<file path="src/rtl/prog_seq_pkg.sv">
// ----------------------------------------------------------------------------
// prog_seq_pkg
// Shared definitions for the program sequencer: the FSM state type, the
// default PC width, and the start/end address table of the four programs.
// Program n occupies addresses START_ADDR[n] .. END_ADDR[n] inclusive.
// ----------------------------------------------------------------------------
package prog_seq_pkg;

    typedef enum logic [1:0] {
        ST_IDLE = 2'd0,
        ST_LOAD = 2'd1,
        ST_RUN  = 2'd2,
        ST_DONE = 2'd3
    } state_t;

    localparam int PW_DEFAULT = 10;

    localparam logic [15:0] START_ADDR [4] = '{16'd0,  16'd64,  16'd128, 16'd192};
    localparam logic [15:0] END_ADDR   [4] = '{16'd63, 16'd127, 16'd191, 16'd255};

    function automatic logic [15:0] start_addr(input logic [1:0] sel);
        return START_ADDR[sel];
    endfunction

    function automatic logic [15:0] end_addr(input logic [1:0] sel);
        return END_ADDR[sel];
    endfunction

endpackage

</file>
<file path="src/rtl/prog_seq_cycle_ctr.sv">
// ----------------------------------------------------------------------------
// cycle_ctr
// 16-bit saturating event counter with synchronous clear.
// Ports:
//   CLK  in   clock
//   clr  in   synchronous clear (wins over en)
//   en   in   count enable, one increment per enabled cycle
//   cnt  out  current count, sticks at 16'hFFFF
// ----------------------------------------------------------------------------
module cycle_ctr (
    input  logic        CLK,
    input  logic        clr,
    input  logic        en,
    output logic [15:0] cnt
);

    function automatic logic [15:0] sat_inc(input logic [15:0] v);
        return (v == 16'hFFFF) ? v : v + 16'd1;
    endfunction

    always_ff @(posedge CLK) begin
        if (clr)
            cnt <= '0;
        else if (en)
            cnt <= sat_inc(cnt);
    end

endmodule

</file>
<file path="src/rtl/prog_seq.sv">
// ----------------------------------------------------------------------------
// prog_seq
// Program sequencer steering an external PC register: launches one of four
// fixed programs, follows decoded branches, and stops on a halt instruction
// or when the PC reaches the program's last address.
// Optional feature macro: CYCLE_COUNT_EN adds the 'cycles' output, the count
// of RUN cycles of the last/current program.
// Ports:
//   CLK         in   clock
//   init        in   synchronous active-high reset
//   start       in   launch request (honoured in IDLE and DONE only)
//   prog_sel    in   program index, captured when start is accepted
//   pc_in       in   current PC value
//   branch_abs  in   unconditional jump
//   branch_z    in   jump if ALU_zero
//   ALU_zero    in   ALU zero flag
//   br_target   in   jump destination
//   halt_instr  in   halt instruction decoded
//   pc_init     out  PC register init (mirrors init)
//   pc_halt     out  PC register freeze
//   pc_branch   out  PC register load-target strobe
//   pc_target   out  PC register target (0 when pc_branch is low)
//   busy        out  in LOAD or RUN
//   done        out  in DONE
//   cycles      out  RUN-cycle count (CYCLE_COUNT_EN only)
// ----------------------------------------------------------------------------
import prog_seq_pkg::*;

module prog_seq #(
    parameter int PW = PW_DEFAULT
) (
    input  logic          CLK,
    input  logic          init,
    input  logic          start,
    input  logic [1:0]    prog_sel,
    input  logic [PW-1:0] pc_in,
    input  logic          branch_abs,
    input  logic          branch_z,
    input  logic          ALU_zero,
    input  logic [PW-1:0] br_target,
    input  logic          halt_instr,
    output logic          pc_init,
    output logic          pc_halt,
    output logic          pc_branch,
    output logic [PW-1:0] pc_target,
    output logic          busy,
    output logic          done
`ifdef CYCLE_COUNT_EN
    ,
    output logic [15:0]   cycles
`endif
);

    state_t     state;
    logic [1:0] sel_q;
    logic       start_acc;
    logic       run_end;
    logic       take_branch;

    // start is only honoured when no program is in flight
    assign start_acc   = start && (state == ST_IDLE || state == ST_DONE);
    assign run_end     = (state == ST_RUN) &&
                         (halt_instr || pc_in == PW'(end_addr(sel_q)));
    assign take_branch = branch_abs || (branch_z && ALU_zero);

    always_ff @(posedge CLK) begin
        if (init) begin
            state <= ST_IDLE;
            sel_q <= 2'd0;
        end else begin
            case (state)
                ST_IDLE, ST_DONE: begin
                    if (start_acc) begin
                        state <= ST_LOAD;
                        sel_q <= prog_sel;
                    end
                end
                ST_LOAD: state <= ST_RUN;
                ST_RUN:  if (run_end) state <= ST_DONE;
                default: state <= ST_IDLE;
            endcase
        end
    end

    // Outputs: end condition beats branch, branch beats increment
    always_comb begin
        pc_init   = init;
        pc_halt   = 1'b1;
        pc_branch = 1'b0;
        pc_target = '0;
        busy      = 1'b0;
        done      = 1'b0;
        if (!init) begin
            case (state)
                ST_LOAD: begin
                    pc_halt   = 1'b0;
                    pc_branch = 1'b1;
                    pc_target = PW'(start_addr(sel_q));
                    busy      = 1'b1;
                end
                ST_RUN: begin
                    busy = 1'b1;
                    if (!run_end) begin
                        pc_halt = 1'b0;
                        if (take_branch) begin
                            pc_branch = 1'b1;
                            pc_target = br_target;
                        end
                    end
                end
                ST_DONE: done = 1'b1;
                default: ;
            endcase
        end
    end

`ifdef CYCLE_COUNT_EN
    // Cleared by reset and on entry to LOAD; counts every RUN cycle incl. the last
    cycle_ctr u_cycle_ctr (
        .CLK (CLK),
        .clr (init || start_acc),
        .en  (state == ST_RUN),
        .cnt (cycles)
    );
`endif

endmodule

</file>
<file path="config.mk">
export PLATFORM = sky130hd
export DESIGN_NAME = prog_seq
export DESIGN_NICKNAME = d
export VERILOG_FILES = /design/src/rtl/prog_seq_pkg.sv /design/src/rtl/prog_seq_cycle_ctr.sv /design/src/rtl/prog_seq.sv
export SDC_FILE = /design/constraint.sdc
export NUM_CORES = 1
export LEC_CHECK = 0
export CAP_MARGIN = 15
export CORE_MARGIN = 2
export CORE_UTILIZATION = 32
export CTS_BUF_LIST = sky130_fd_sc_hd__clkbuf_2
export DETAILED_ROUTE_END_ITERATION = 16
export PLACE_DENSITY = 0.87
export SYNTH_ARGS = -nofsm -noshare
export SYNTH_HDL_FRONTEND = slang
export SYNTH_SLANG_ARGS = --single-unit
</file>
<file path="constraint.sdc">
create_clock -name CLK -period 3.55 [get_ports CLK]
set_input_delay 0.5325 -clock CLK [delete_from_list [all_inputs] [get_ports CLK]]
set_output_delay 0.5325 -clock CLK [all_outputs]
set_load 0.01 [all_outputs]
</file>
==> flow_metrics.tcl <==
set metrics [dict create \
    status "completed" \
    multi_input_comb_area_um2 338 \
    worst_slew_pin_slew_ps 524 \
    hold_start "sel_q[0]" \
    finalSetupViolations 0 \
    start_kind "input pin" \
    ys_async_sr_fraction_pct 0 \
    yosysWarnings 0 \
    synth.area.top_cells "dfxtp_1 18%, ha_1 11%, and2_1 10%" \
    portBuffers 43 \
    min_path_cells 2 \
    drive_above_1_share_pct 8.60 \
    finalSetupTns_ps 0 \
    rsz0062_at_grt "false" \
    cts_max_level 1 \
    antenna_found_initial 0 \
    die_x_um 40.9 \
    track_usage_pct 15.8 \
    regArea_um2 80.1 \
    viasPerCell 4.77 \
    ff2ff_path_depth 4 \
    cts_tree "yes" \
    drv_cap 0 \
    synth_compound_area_share_pct 24.4 \
    required_ps 3020 \
    start_util_pct 34.0 \
    power_mw 0.314 \
    numCtsBuffers 3 \
    rows 13 \
    yosysSeqAreaShare_pct 18.3 \
    drtIter0Drc 3 \
    ys_types 22 \
    place_hpwl_um 1170 \
    num-fill-cells 110 \
    r2r_start "sel_q[1]" \
    grt.overflow.total 0 \
    place_congestion 0.717 \
    slew_viol_final 0 \
    cp.arrival_ps 2590 \
    p_leak_nw 0.346 \
    syn_to_final_growth_pct 105 \
    yosys-mux-area-fraction_pct 0 \
    synth.most_common_cell "and2_1" \
    synth_top_family_by_area "simple AND/OR/NAND/NOR gates" \
    grt_start_max_net_pins 11 \
    routed_wl_um 1330 \
    final_hold_viol_count 0 \
    dr.pass1.iters 4 \
    post_cts_buffers 0 \
    diodes 0 \
    min_path_type "reg2reg" \
    num-nets-final 128 \
    cts_resized 0 \
    clk_latency_ps 200 \
    dieHeight_um 40.9 \
    grt_pass1_wl_um 1760 \
    p_per_area_nw_per_um2 351 \
    num_io_pins 44 \
    whs_endpoint "sel_q[0]" \
    core-area_um2 1280 \
    vias 515 \
    hold_ws_ps 496 \
    skew_ps 1.34 \
    hold_buffers 0 \
    synth_largest_area_cell "dfxtp_1" \
    rrSetupSlack_ps 2020 \
    synth_top_area_share_pct 18.3 \
    cts_sinks 4 \
    worst-path-max-fanout 10 \
    synthFlopType "dfxtp_1" \
    ys_ff_latch 4 \
    die-area_um2 1680 \
    synth_simple_gate_area_share_pct 37.5 \
    syn_avg_cell_area_um2 9.10 \
    syn_area_um2 437 \
    ant_nets 0 \
    critical_path_class "in2out" \
    synth_fp_nets 81 \
    ys_top_cells_by_count "7 x and2_1, 5 x a21oi_1, 4 x dfxtp_1, 4 x ha_1" \
    synth_edf_count 0 \
    fin_area_um2 897 \
    period_minus_slack_ps 3120 \
    grt_pass1_vias 444 \
    r2r-end "state[0]" \
    place_area_um2 882 \
    cts_buffer_depth 2 \
    syn_inst 48 \
    clockRootBuffer "clkbuf_2" \
    ir_drop_uv 341 \
    routedWlPerCell_um 12.3 \
    synth-xor-area-share_pct 4.01 \
    period_share_pct 87.9 \
    max_freq_ghz 0.320 \
    yosys.area_share.adder_pct 11.5 \
    clk_pin_slew_ps 40 \
    relSlewSlack_pct 64.9 \
    drc 0 \
    worst_setup_path_end_kind "output port" \
]
[worst max-delay path, cell delays in order]
cell	delay, ps
clkdlybuf4s50_1	400
nand4bb_4	230
o41ai_4	590
nor4_4	140
a32o_1	230
clkdlybuf4s50_1	470
[final cells by class]
cell class | instances | share of cell area, %
sequential | 4 | 8.93
clock buffer | 3 | 1.67
inverter | 2 | 0.837
multi-input combinational | 40 | 37.7
tap | 15 | 2.09
timing repair buffer | 44 | 48.8
[state kept, by name, indices dropped and copies added, names as in the netlist]
| register | count |
|---|---|
| sel_q | 2 |
| state | 2 |
[worst max path at each step]
stage | from | end | slack [ps]
2_1_floorplan | pc_in[8] | pc_target[6] | 1390
3_3_place_gp | pc_in[7] | pc_target[8] | 470
3_5_place_dp | pc_in[7] | pc_target[8] | 430
4_1_cts | pc_in[7] | pc_target[8] | 420
5_1_grt | pc_in[6] | pc_target[5] | 290
6_report | pc_in[8] | pc_target[7] | 430
[logic make-up after synthesis]
kind of cell / after synthesis
AOI/OAI and AO/OA: 12
xor gates and xnor gates: 2
adders and majority gates: 4
buffers and inverters: 4
DFF: 4
and+or+nand+nor: 22
[per-stage QoR]
step	worst slack, ps	utilization, %	std cells
2_1_floorplan	1390	-	48
3_3_place_gp	469	68.6	105
3_5_place_dp	428	68.6	105
4_1_cts	422	69.8	108
5_1_grt	295	69.8	108
6_report	428	69.8	108
[metal layers]
metal  part of all wire (%)  track usage (%)  vias to the layer above  wire length, µm
li1                       -                -                      264                -
met1                     39             18.8                      229              515
met2                     50             27.3                       22              658
met3                     12             2.17                        0              156
met4                      0             7.50                        0                0
met5                      0                0                        -                0
[cell usage in the layout (no fill, tap or decap), types with 3 or more instances in the layout]
cell / n
clkdlybuf4s50_1: 43
and2_1: 7
a21oi_1: 5
ha_1: 4
dfxtp_1: 4
nor2b_1: 3
nand2_1: 3
clkbuf_2: 3
[power by group]
group	total, mW	switching, mW	internal, mW
clock network	0.0386	0.0159	0.0227
logic	0.200	0.0924	0.107
registers	0.0762	0.0160	0.0602
total	0.314	0.124	0.190
No activity file was read; power rests on OpenSTA's default activity.
